**src/rtl/apb_pkg.sv**
```systemverilog
// -----------------------------------------------------------------------------
// apb_pkg
// Shared definitions for the APB command master:
//   - apb_state_t : bus-phase state of the master FSM (IDLE / SETUP / ACCESS)
//   - apb_cmd_t   : queued command {write, addr, wdata} at the default bus widths
//   - register-map address constants of the target peripheral
//   - centroid_addr() : address of centroid register 1..8 from a 0-based index
// -----------------------------------------------------------------------------
package apb_pkg;

  typedef enum logic [1:0] {
    ST_IDLE   = 2'd0,
    ST_SETUP  = 2'd1,
    ST_ACCESS = 2'd2
  } apb_state_t;

  localparam int APB_ADDR_W = 8;
  localparam int APB_DATA_W = 91;

  // Default-width command record. The master lays out its queue entries with
  // the same field order at whatever widths it is parameterised with.
  typedef struct packed {
    logic                  write;
    logic [APB_ADDR_W-1:0] addr;
    logic [APB_DATA_W-1:0] wdata;
  } apb_cmd_t;

  // Register map of the completer
  localparam logic [APB_ADDR_W-1:0] ADDR_INTERNAL_STATUS = 8'd0;
  localparam logic [APB_ADDR_W-1:0] ADDR_GO              = 8'd1;
  localparam logic [APB_ADDR_W-1:0] ADDR_CENTROID_BASE   = 8'd2;  // centroid 1 .. centroid 8 = 2 .. 9
  localparam int                    NUM_CENTROIDS        = 8;
  localparam logic [APB_ADDR_W-1:0] ADDR_RAM_ADDR        = 8'd10;
  localparam logic [APB_ADDR_W-1:0] ADDR_RAM_DATA        = 8'd11;
  localparam logic [APB_ADDR_W-1:0] ADDR_FIRST_RAM_ADDR  = 8'd12;
  localparam logic [APB_ADDR_W-1:0] ADDR_LAST_RAM_ADDR   = 8'd13;

  // idx 0 selects centroid 1, idx 7 selects centroid 8
  function automatic logic [APB_ADDR_W-1:0] centroid_addr(input logic [2:0] idx);
    return ADDR_CENTROID_BASE + {5'd0, idx};
  endfunction

endpackage

```
**src/rtl/cmd_fifo.sv**
```systemverilog
// -----------------------------------------------------------------------------
// cmd_fifo
// Synchronous show-ahead FIFO. The head entry is read directly out of the
// storage registers, so o_rdata is valid whenever o_empty is low and advances
// on the edge where i_pop is accepted.
// Ports:
//   clk, rst      : clock, synchronous active-high reset (empties the FIFO)
//   i_push/i_wdata: write request and data (ignored while full)
//   i_pop         : remove head entry (ignored while empty)
//   o_rdata       : head entry
//   o_full/o_empty: occupancy flags
//   o_count       : number of stored entries
// DEPTH must be a power of two and at least 2.
// -----------------------------------------------------------------------------
module cmd_fifo #(
  parameter int DEPTH = 4,
  parameter int WIDTH = 8
) (
  input  logic                     clk,
  input  logic                     rst,
  input  logic                     i_push,
  input  logic [WIDTH-1:0]         i_wdata,
  input  logic                     i_pop,
  output logic [WIDTH-1:0]         o_rdata,
  output logic                     o_full,
  output logic                     o_empty,
  output logic [$clog2(DEPTH):0]   o_count
);

  localparam int               PTR_W    = $clog2(DEPTH);
  localparam logic [PTR_W:0]   FULL_CNT = (PTR_W+1)'(DEPTH);

  logic [WIDTH-1:0] r_mem [DEPTH];
  logic [PTR_W-1:0] r_wr_ptr;
  logic [PTR_W-1:0] r_rd_ptr;
  logic [PTR_W:0]   r_count;
  logic             w_do_push;
  logic             w_do_pop;

  assign o_full    = (r_count == FULL_CNT);
  assign o_empty   = (r_count == '0);
  assign o_count   = r_count;
  assign o_rdata   = r_mem[r_rd_ptr];
  assign w_do_push = i_push && !o_full;
  assign w_do_pop  = i_pop && !o_empty;

  // Pointer and occupancy bookkeeping; pointers wrap because DEPTH is a power of two
  always_ff @(posedge clk) begin
    if (rst) begin
      r_wr_ptr <= '0;
      r_rd_ptr <= '0;
      r_count  <= '0;
    end else begin
      if (w_do_push) begin
        r_wr_ptr <= r_wr_ptr + PTR_W'(1);
      end
      if (w_do_pop) begin
        r_rd_ptr <= r_rd_ptr + PTR_W'(1);
      end
      case ({w_do_push, w_do_pop})
        2'b10:   r_count <= r_count + (PTR_W+1)'(1);
        2'b01:   r_count <= r_count - (PTR_W+1)'(1);
        default: r_count <= r_count;
      endcase
    end
  end

  // Entry storage; no reset needed since an empty FIFO never exposes stale data
  always_ff @(posedge clk) begin
    if (w_do_push) begin
      r_mem[r_wr_ptr] <= i_wdata;
    end
  end

endmodule

```
**src/rtl/apb_cmd_master.sv**
```systemverilog
// -----------------------------------------------------------------------------
// apb_cmd_master
// Queues read/write commands in a FIFO and replays them, in order, as APB
// transfers. Each transfer produces a one-cycle rsp_valid pulse; a transfer
// whose completer never asserts pready within TIMEOUT ACCESS cycles is
// aborted and reported with rsp_error.
// Ports:
//   clk, rst                      : clock, synchronous active-high reset
//   cmd_valid/cmd_ready           : command handshake (cmd_ready = FIFO not full)
//   cmd_write/cmd_addr/cmd_wdata  : command payload
//   rsp_valid/rsp_rdata/rsp_error : completion pulse, read data, timeout flag
//   busy                          : work queued or a transfer in progress
//   paddr/pwrite/psel/penable/pwdata : APB request (all registered)
//   prdata/pready                 : APB completer response
// -----------------------------------------------------------------------------
module apb_cmd_master
  import apb_pkg::*;
#(
  parameter int addrWidth  = 8,
  parameter int dataWidth  = 91,
  parameter int FIFO_DEPTH = 4,
  parameter int TIMEOUT    = 255
) (
  input  logic                 clk,
  input  logic                 rst,
  input  logic                 cmd_valid,
  output logic                 cmd_ready,
  input  logic                 cmd_write,
  input  logic [addrWidth-1:0] cmd_addr,
  input  logic [dataWidth-1:0] cmd_wdata,
  output logic                 rsp_valid,
  output logic [dataWidth-1:0] rsp_rdata,
  output logic                 rsp_error,
  output logic                 busy,
  output logic [addrWidth-1:0] paddr,
  output logic                 pwrite,
  output logic                 psel,
  output logic                 penable,
  output logic [dataWidth-1:0] pwdata,
  input  logic [dataWidth-1:0] prdata,
  input  logic                 pready
);

  typedef struct packed {
    logic                 write;
    logic [addrWidth-1:0] addr;
    logic [dataWidth-1:0] wdata;
  } cmd_t;

  localparam int               CMD_W    = $bits(cmd_t);
  localparam int               OCC_W    = $clog2(FIFO_DEPTH) + 1;
  localparam int               CNT_W    = $clog2(TIMEOUT + 1);
  // Wait counter value during the last ACCESS cycle allowed before an abort
  localparam logic [CNT_W-1:0] CNT_LAST = CNT_W'(TIMEOUT - 1);

  // Registered state and outputs
  apb_state_t           r_state;
  logic                 r_psel;
  logic                 r_penable;
  logic [addrWidth-1:0] r_paddr;
  logic                 r_pwrite;
  logic [dataWidth-1:0] r_pwdata;
  logic                 r_rsp_valid;
  logic                 r_rsp_error;
  logic [dataWidth-1:0] r_rsp_rdata;
  logic [CNT_W-1:0]     r_cnt;
  logic                 r_busy;

  // Next-state values
  apb_state_t           w_state_nxt;
  logic                 w_psel_nxt;
  logic                 w_penable_nxt;
  logic [addrWidth-1:0] w_paddr_nxt;
  logic                 w_pwrite_nxt;
  logic [dataWidth-1:0] w_pwdata_nxt;
  logic                 w_rsp_valid_nxt;
  logic                 w_rsp_error_nxt;
  logic [dataWidth-1:0] w_rsp_rdata_nxt;
  logic [CNT_W-1:0]     w_cnt_nxt;
  logic                 w_busy_nxt;

  // FIFO interface
  cmd_t                 w_fifo_wdata;
  cmd_t                 w_head;
  logic                 w_push;
  logic                 w_pop;
  logic                 w_full;
  logic                 w_empty;
  logic [OCC_W-1:0]     w_count;
  logic [OCC_W-1:0]     w_occ_nxt;

  assign w_fifo_wdata = '{write: cmd_write, addr: cmd_addr, wdata: cmd_wdata};
  assign w_push       = cmd_valid && !w_full;
  assign cmd_ready    = !w_full;
  // Occupancy after this edge, used to register busy one cycle ahead
  assign w_occ_nxt    = w_count + OCC_W'(w_push) - OCC_W'(w_pop);

  cmd_fifo #(
    .DEPTH (FIFO_DEPTH),
    .WIDTH (CMD_W)
  ) u_cmd_fifo (
    .clk     (clk),
    .rst     (rst),
    .i_push  (w_push),
    .i_wdata (w_fifo_wdata),
    .i_pop   (w_pop),
    .o_rdata (w_head),
    .o_full  (w_full),
    .o_empty (w_empty),
    .o_count (w_count)
  );

  // FSM state, APB request and response registers
  always_ff @(posedge clk) begin
    if (rst) begin
      r_state     <= ST_IDLE;
      r_psel      <= 1'b0;
      r_penable   <= 1'b0;
      r_paddr     <= '0;
      r_pwrite    <= 1'b0;
      r_pwdata    <= '0;
      r_rsp_valid <= 1'b0;
      r_rsp_error <= 1'b0;
      r_rsp_rdata <= '0;
      r_cnt       <= '0;
      r_busy      <= 1'b0;
    end else begin
      r_state     <= w_state_nxt;
      r_psel      <= w_psel_nxt;
      r_penable   <= w_penable_nxt;
      r_paddr     <= w_paddr_nxt;
      r_pwrite    <= w_pwrite_nxt;
      r_pwdata    <= w_pwdata_nxt;
      r_rsp_valid <= w_rsp_valid_nxt;
      r_rsp_error <= w_rsp_error_nxt;
      r_rsp_rdata <= w_rsp_rdata_nxt;
      r_cnt       <= w_cnt_nxt;
      r_busy      <= w_busy_nxt;
    end
  end

  // Next-state and next-output logic of the transfer sequencer
  always_comb begin
    w_state_nxt     = r_state;
    w_psel_nxt      = r_psel;
    w_penable_nxt   = r_penable;
    w_paddr_nxt     = r_paddr;
    w_pwrite_nxt    = r_pwrite;
    w_pwdata_nxt    = r_pwdata;
    w_rsp_valid_nxt = 1'b0;
    w_rsp_error_nxt = 1'b0;
    w_rsp_rdata_nxt = '0;
    w_cnt_nxt       = r_cnt;
    w_pop           = 1'b0;

    case (r_state)
      ST_IDLE: begin
        if (!w_empty) begin
          w_pop         = 1'b1;
          w_paddr_nxt   = w_head.addr;
          w_pwrite_nxt  = w_head.write;
          w_pwdata_nxt  = w_head.wdata;
          w_psel_nxt    = 1'b1;
          w_penable_nxt = 1'b0;
          w_state_nxt   = ST_SETUP;
        end else begin
          w_psel_nxt    = 1'b0;
          w_penable_nxt = 1'b0;
        end
      end

      ST_SETUP: begin
        w_penable_nxt = 1'b1;
        w_cnt_nxt     = '0;
        w_state_nxt   = ST_ACCESS;
      end

      ST_ACCESS: begin
        // pready is checked before the timeout so a late pready still completes
        if (pready) begin
          w_rsp_valid_nxt = 1'b1;
          w_rsp_rdata_nxt = r_pwrite ? '0 : prdata;
          if (!w_empty) begin
            // Back-to-back: next command goes straight to SETUP, psel stays high
            w_pop         = 1'b1;
            w_paddr_nxt   = w_head.addr;
            w_pwrite_nxt  = w_head.write;
            w_pwdata_nxt  = w_head.wdata;
            w_psel_nxt    = 1'b1;
            w_penable_nxt = 1'b0;
            w_state_nxt   = ST_SETUP;
          end else begin
            w_psel_nxt    = 1'b0;
            w_penable_nxt = 1'b0;
            w_state_nxt   = ST_IDLE;
          end
        end else if (r_cnt == CNT_LAST) begin
          w_rsp_valid_nxt = 1'b1;
          w_rsp_error_nxt = 1'b1;
          w_psel_nxt      = 1'b0;
          w_penable_nxt   = 1'b0;
          w_state_nxt     = ST_IDLE;
        end else begin
          w_cnt_nxt = r_cnt + CNT_W'(1);
        end
      end

      default: begin
        w_psel_nxt    = 1'b0;
        w_penable_nxt = 1'b0;
        w_state_nxt   = ST_IDLE;
      end
    endcase

    w_busy_nxt = (w_state_nxt != ST_IDLE) || (w_occ_nxt != '0);
  end

  assign psel      = r_psel;
  assign penable   = r_penable;
  assign paddr     = r_paddr;
  assign pwrite    = r_pwrite;
  assign pwdata    = r_pwdata;
  assign rsp_valid = r_rsp_valid;
  assign rsp_error = r_rsp_error;
  assign rsp_rdata = r_rsp_rdata;
  assign busy      = r_busy;

endmodule

```
**config.mk**
```make
export PLATFORM = sky130hd
export DESIGN_NAME = apb_cmd_master
export DESIGN_NICKNAME = d
export VERILOG_FILES = /design/src/rtl/apb_pkg.sv /design/src/rtl/cmd_fifo.sv /design/src/rtl/apb_cmd_master.sv
export SDC_FILE = /design/constraint.sdc
export NUM_CORES = 1
export LEC_CHECK = 0
export CAP_MARGIN = 20
export CORE_MARGIN = 2
export CORE_UTILIZATION = 56
export CTS_CLUSTER_SIZE = 8
export DETAILED_ROUTE_END_ITERATION = 16
export GPL_TIMING_DRIVEN = 0
export PLACE_DENSITY = 0.95
export RECOVER_POWER = 25
export SLEW_MARGIN = 5
export SYNTH_ARGS = -nofsm -noshare
export SYNTH_HDL_FRONTEND = slang
export SYNTH_SLANG_ARGS = --single-unit
```
**constraint.sdc**
```tcl
create_clock -name clk -period 10.72 [get_ports clk]
set_clock_uncertainty 0.2 [all_clocks]
set_input_delay 1.608 -clock clk [delete_from_list [all_inputs] [get_ports clk]]
set_output_delay 1.608 -clock clk [all_outputs]
set_load 0.02 [all_outputs]
```
==> reports/metrics.cfg <==
[detailed_routing]
viasPerCell=5.67
drt_iter0_drc=1039
drtAntennaViolNets=0
first_pass_iters=5
wl_per_cell_um=25.5
drc_errors=0
routed_wl_um=60000
vias=13400

[synth]
synthCells=1282
yosysUniqueCellTypes=39
synthTopCellsByArea=edfxtp_1 (56%), dfxtp_1 (20%), mux4_2 (11%)
yosys_warnings=0
netlist_area_um2=21400
syn_area_per_cell_um2=16.7
yosys.area.top_type=edfxtp_1
netlist.area_leader.share=0.560
synth_seq_cells=615
syn_nets=1487
ys_seq_area_frac=0.761

[power_and_ir_drop]
vdd_drop_max_uv=179
powerDensity_nw_per_um2=267
power_leakage_nw=9.75

[place]
hpwl_um=35900
place_congestion=0.894
placed_area_um2=26100
portBuffers=390

[critical_path]
critical-path-max-stage-delay_ns=0.65
start_kind=input pin
r2r-start=u_cmd_fifo.o_count[2]
required_ns=10.98
critical_path_buf_inv_count=3
slowest_stage=clkdlybuf4s50_1
reg2reg_depth=13
rrSetupSlack_ns=7.52
crit_top_cell=nand2_1
worstSetupPathType=in -> reg
crit_fanout=10
startpoint=pready
arrival_ns=4.64
end_kind=flop
crit_family=buffers and inverters
r2r-end=busy
crit_chain=clkdlybuf4s50_1 -> nor2b_1 -> or3_1 -> buf_2 -> clkbuf_1 -> nand2_1 -> nand2_1 -> ha_1 -> fa_1 -> xor2_1 -> xnor2_1 -> nor4_1 -> a21oi_1

[global_routing]
grtUsageMet2=0.498
grt-ovfl-total=0
grt_pass1_vias=14100
grt-busiest-layer=met2
grt_use_met1=0.351
antenna_found_initial=17
grt_max_degree=55
grtUsageMet3=0.101
grt_pass1_wl_um=86700
grt_usage=0.302

[clock_tree]
htree_levels=3
cts_root_buf=clkbuf_16
post-cts-setup-buffers=0
clk_path_buf_depth=3
cts_resized=0
postCtsHoldBufs=0
cts_tree=done
cts_sinks=615
worstSkewPairLatency_ns=0.61
numCtsBuffers=86
clk_pin_slew_worst_paths_ns=0.05

[sta]
max_freq_ghz=0.229
setup_tns_ns=0
rsz0062_at_grt=false
finalSetupViolCount=0
hold_violations=0
post-route-period-util=0.408
max_slew.worst_pin.slew_ns=1.12
post-route-min-period_ns=4.37
final-max-slew-violation-count=0
slew_headroom=0.254

[cells_and_area]
multi_input_area_um2=4770
fin_area_um2=28700
layout.area.seq_um2=16300
layout-drive-gt1-share=0.129
area_growth_syn_to_layout_pct=33.8
fin_nets=1970
nFillCells=1994

[hold_path]
hold_path_startpoint=pwdata[1]
hold_path_depth=2
hold_end=pwdata[1]
hold_path_class=reg -> reg

[floorplan]
die-width_um=200
initial_core_util=0.569
rows=71
dieArea_um2=39900
dieHeight_um=200
ios=392
coreArea_um2=37700

[run_status]
status=complete, no violations

[run]
cap_violations=0

[synthesized netlist by cell type (all sizes together)]
master,count
nor3b,1
o21ai,7
or3b,1
o2bb2a,1
edfxtp,400
or2,1
o41ai,1
nor2b,2
nand3,4
nor4b,2
o211a,1
and4bb,1
o211ai,3
nand4,2
nand3b,1
and2,93
buf,30
clkbuf,39
nand2,206
or3,4
inv,9
o311ai,1
xor2,5
or4,2
nor4,1
fa,2
nor2,14
nor3,4
mux4,100
xnor2,3
o31ai,1
ha,8
and3,4
nand2b,3
dfxtp,215
a21oi,110
[kinds of logic after synthesis]
logic type      count (synthesis)  synth area share
flops                         615             0.761
xor+xnor                        8           0.00327
compound gates                125            0.0305
mux                           100             0.105
simple gates                  346            0.0764
buf+inv                        78            0.0174
fa+ha+maj                      10           0.00654
[routing by layer]
metal / vias to the layer above / part of all wire
li1: 5741 / -
met1: 6683 / 0.36
met2: 732 / 0.50
met3: 188 / 0.098
met4: 6 / 0.050
met5: - / 0.00067
[stage by stage]
step                cells  total power, W   util  hold WS, ns  setup WS [ns]
floorplan            1282         0.00424      -        0.249           6.09
global placement     2183         0.00503  0.690        0.244           3.73
detailed placement   2188         0.00511  0.694        0.248           5.89
CTS                  2337         0.00768  0.761        0.255           6.43
global route         2343         0.00792  0.761        0.281           6.23
finish               2353         0.00765  0.762        0.256           6.35
[worst reg2reg max path, cell delays in order (launching register included)]
cell	delay [ns]
dfxtp_1	0.35
nor3_1	0.30
or3_1	0.16
buf_2	0.22
inv_2	0.11
buf_2	0.22
nand2_1	0.15
nand2_1	0.07
ha_1	0.23
fa_1	0.41
xor2_1	0.17
xnor2_1	0.13
nor4_1	0.18
a21oi_1	0.14
[layout by cell type (no fill, tap or decap), types with 3 or more instances in the layout]
cell               n
and2_1            93
o211ai_1           3
nor2_1            14
xor2_1             5
nand2_1          206
dfxtp_1          215
inv_16             4
clkdlybuf4s50_1  312
buf_2             23
edfxtp_1         400
buf_16             5
clkbuf_16         86
ha_1               8
and3_4             4
nand3_1            4
or3_1              4
buf_6              7
nor3_1             4
inv_1              8
mux4_2           100
o21ai_0            7
dlygate4sd3_1     78
clkbuf_1          95
a21oi_1          110
xnor2_1            3
diode_2           16
nand2b_1           3
[power by group]
part | leakage, nW | internal, W | switching, W | total, W
clock network | 1.19 | 0.00151 | 0.00102 | 0.00252
logic | 3.14 | 0.000862 | 0.00119 | 0.00205
registers | 5.42 | 0.00290 | 0.000174 | 0.00308
[layout make-up]
class                           instances  area share
Multi-Input combinational cell        589       0.166
Tap cell                              511      0.0223
Timing Repair Buffer                  395       0.141
Sequential cell                       615       0.569
Antenna cell                           16     0.00140
Clock buffer                          142      0.0823
Inverter                                9     0.00118
Buffer                                 69      0.0119
Clock inverter                          7     0.00497
[worst max path at each step]
| stage | cells past startpoint | slack (ns) | end |
|---|---|---|---|
| after floorplan | 1 | 6.09 | u_cmd_fifo.r_mem[0][0] |
| after global routing | 13 | 6.23 | busy |
| after detailed placement | 13 | 5.89 | busy |
| final | 13 | 6.35 | busy |
| after CTS | 13 | 6.43 | busy |
| after global placement | 2 | 3.73 | u_cmd_fifo.r_mem[1][33] |
[state kept, by name (all words and copies together) (netlist names), named ones only]
register and count:
rsp_error 1, r_state 2, u_cmd_fifo.o_count 3, penable 1
rsp_valid 1, pwdata 91, u_cmd_fifo.r_mem 400, rsp_rdata 91
psel 1, pwrite 1, busy 1, r_cnt 8
paddr 8, u_cmd_fifo.r_wr_ptr 2, u_cmd_fifo.r_rd_ptr 2
Note: power is estimated with default switching activity, not from simulation.
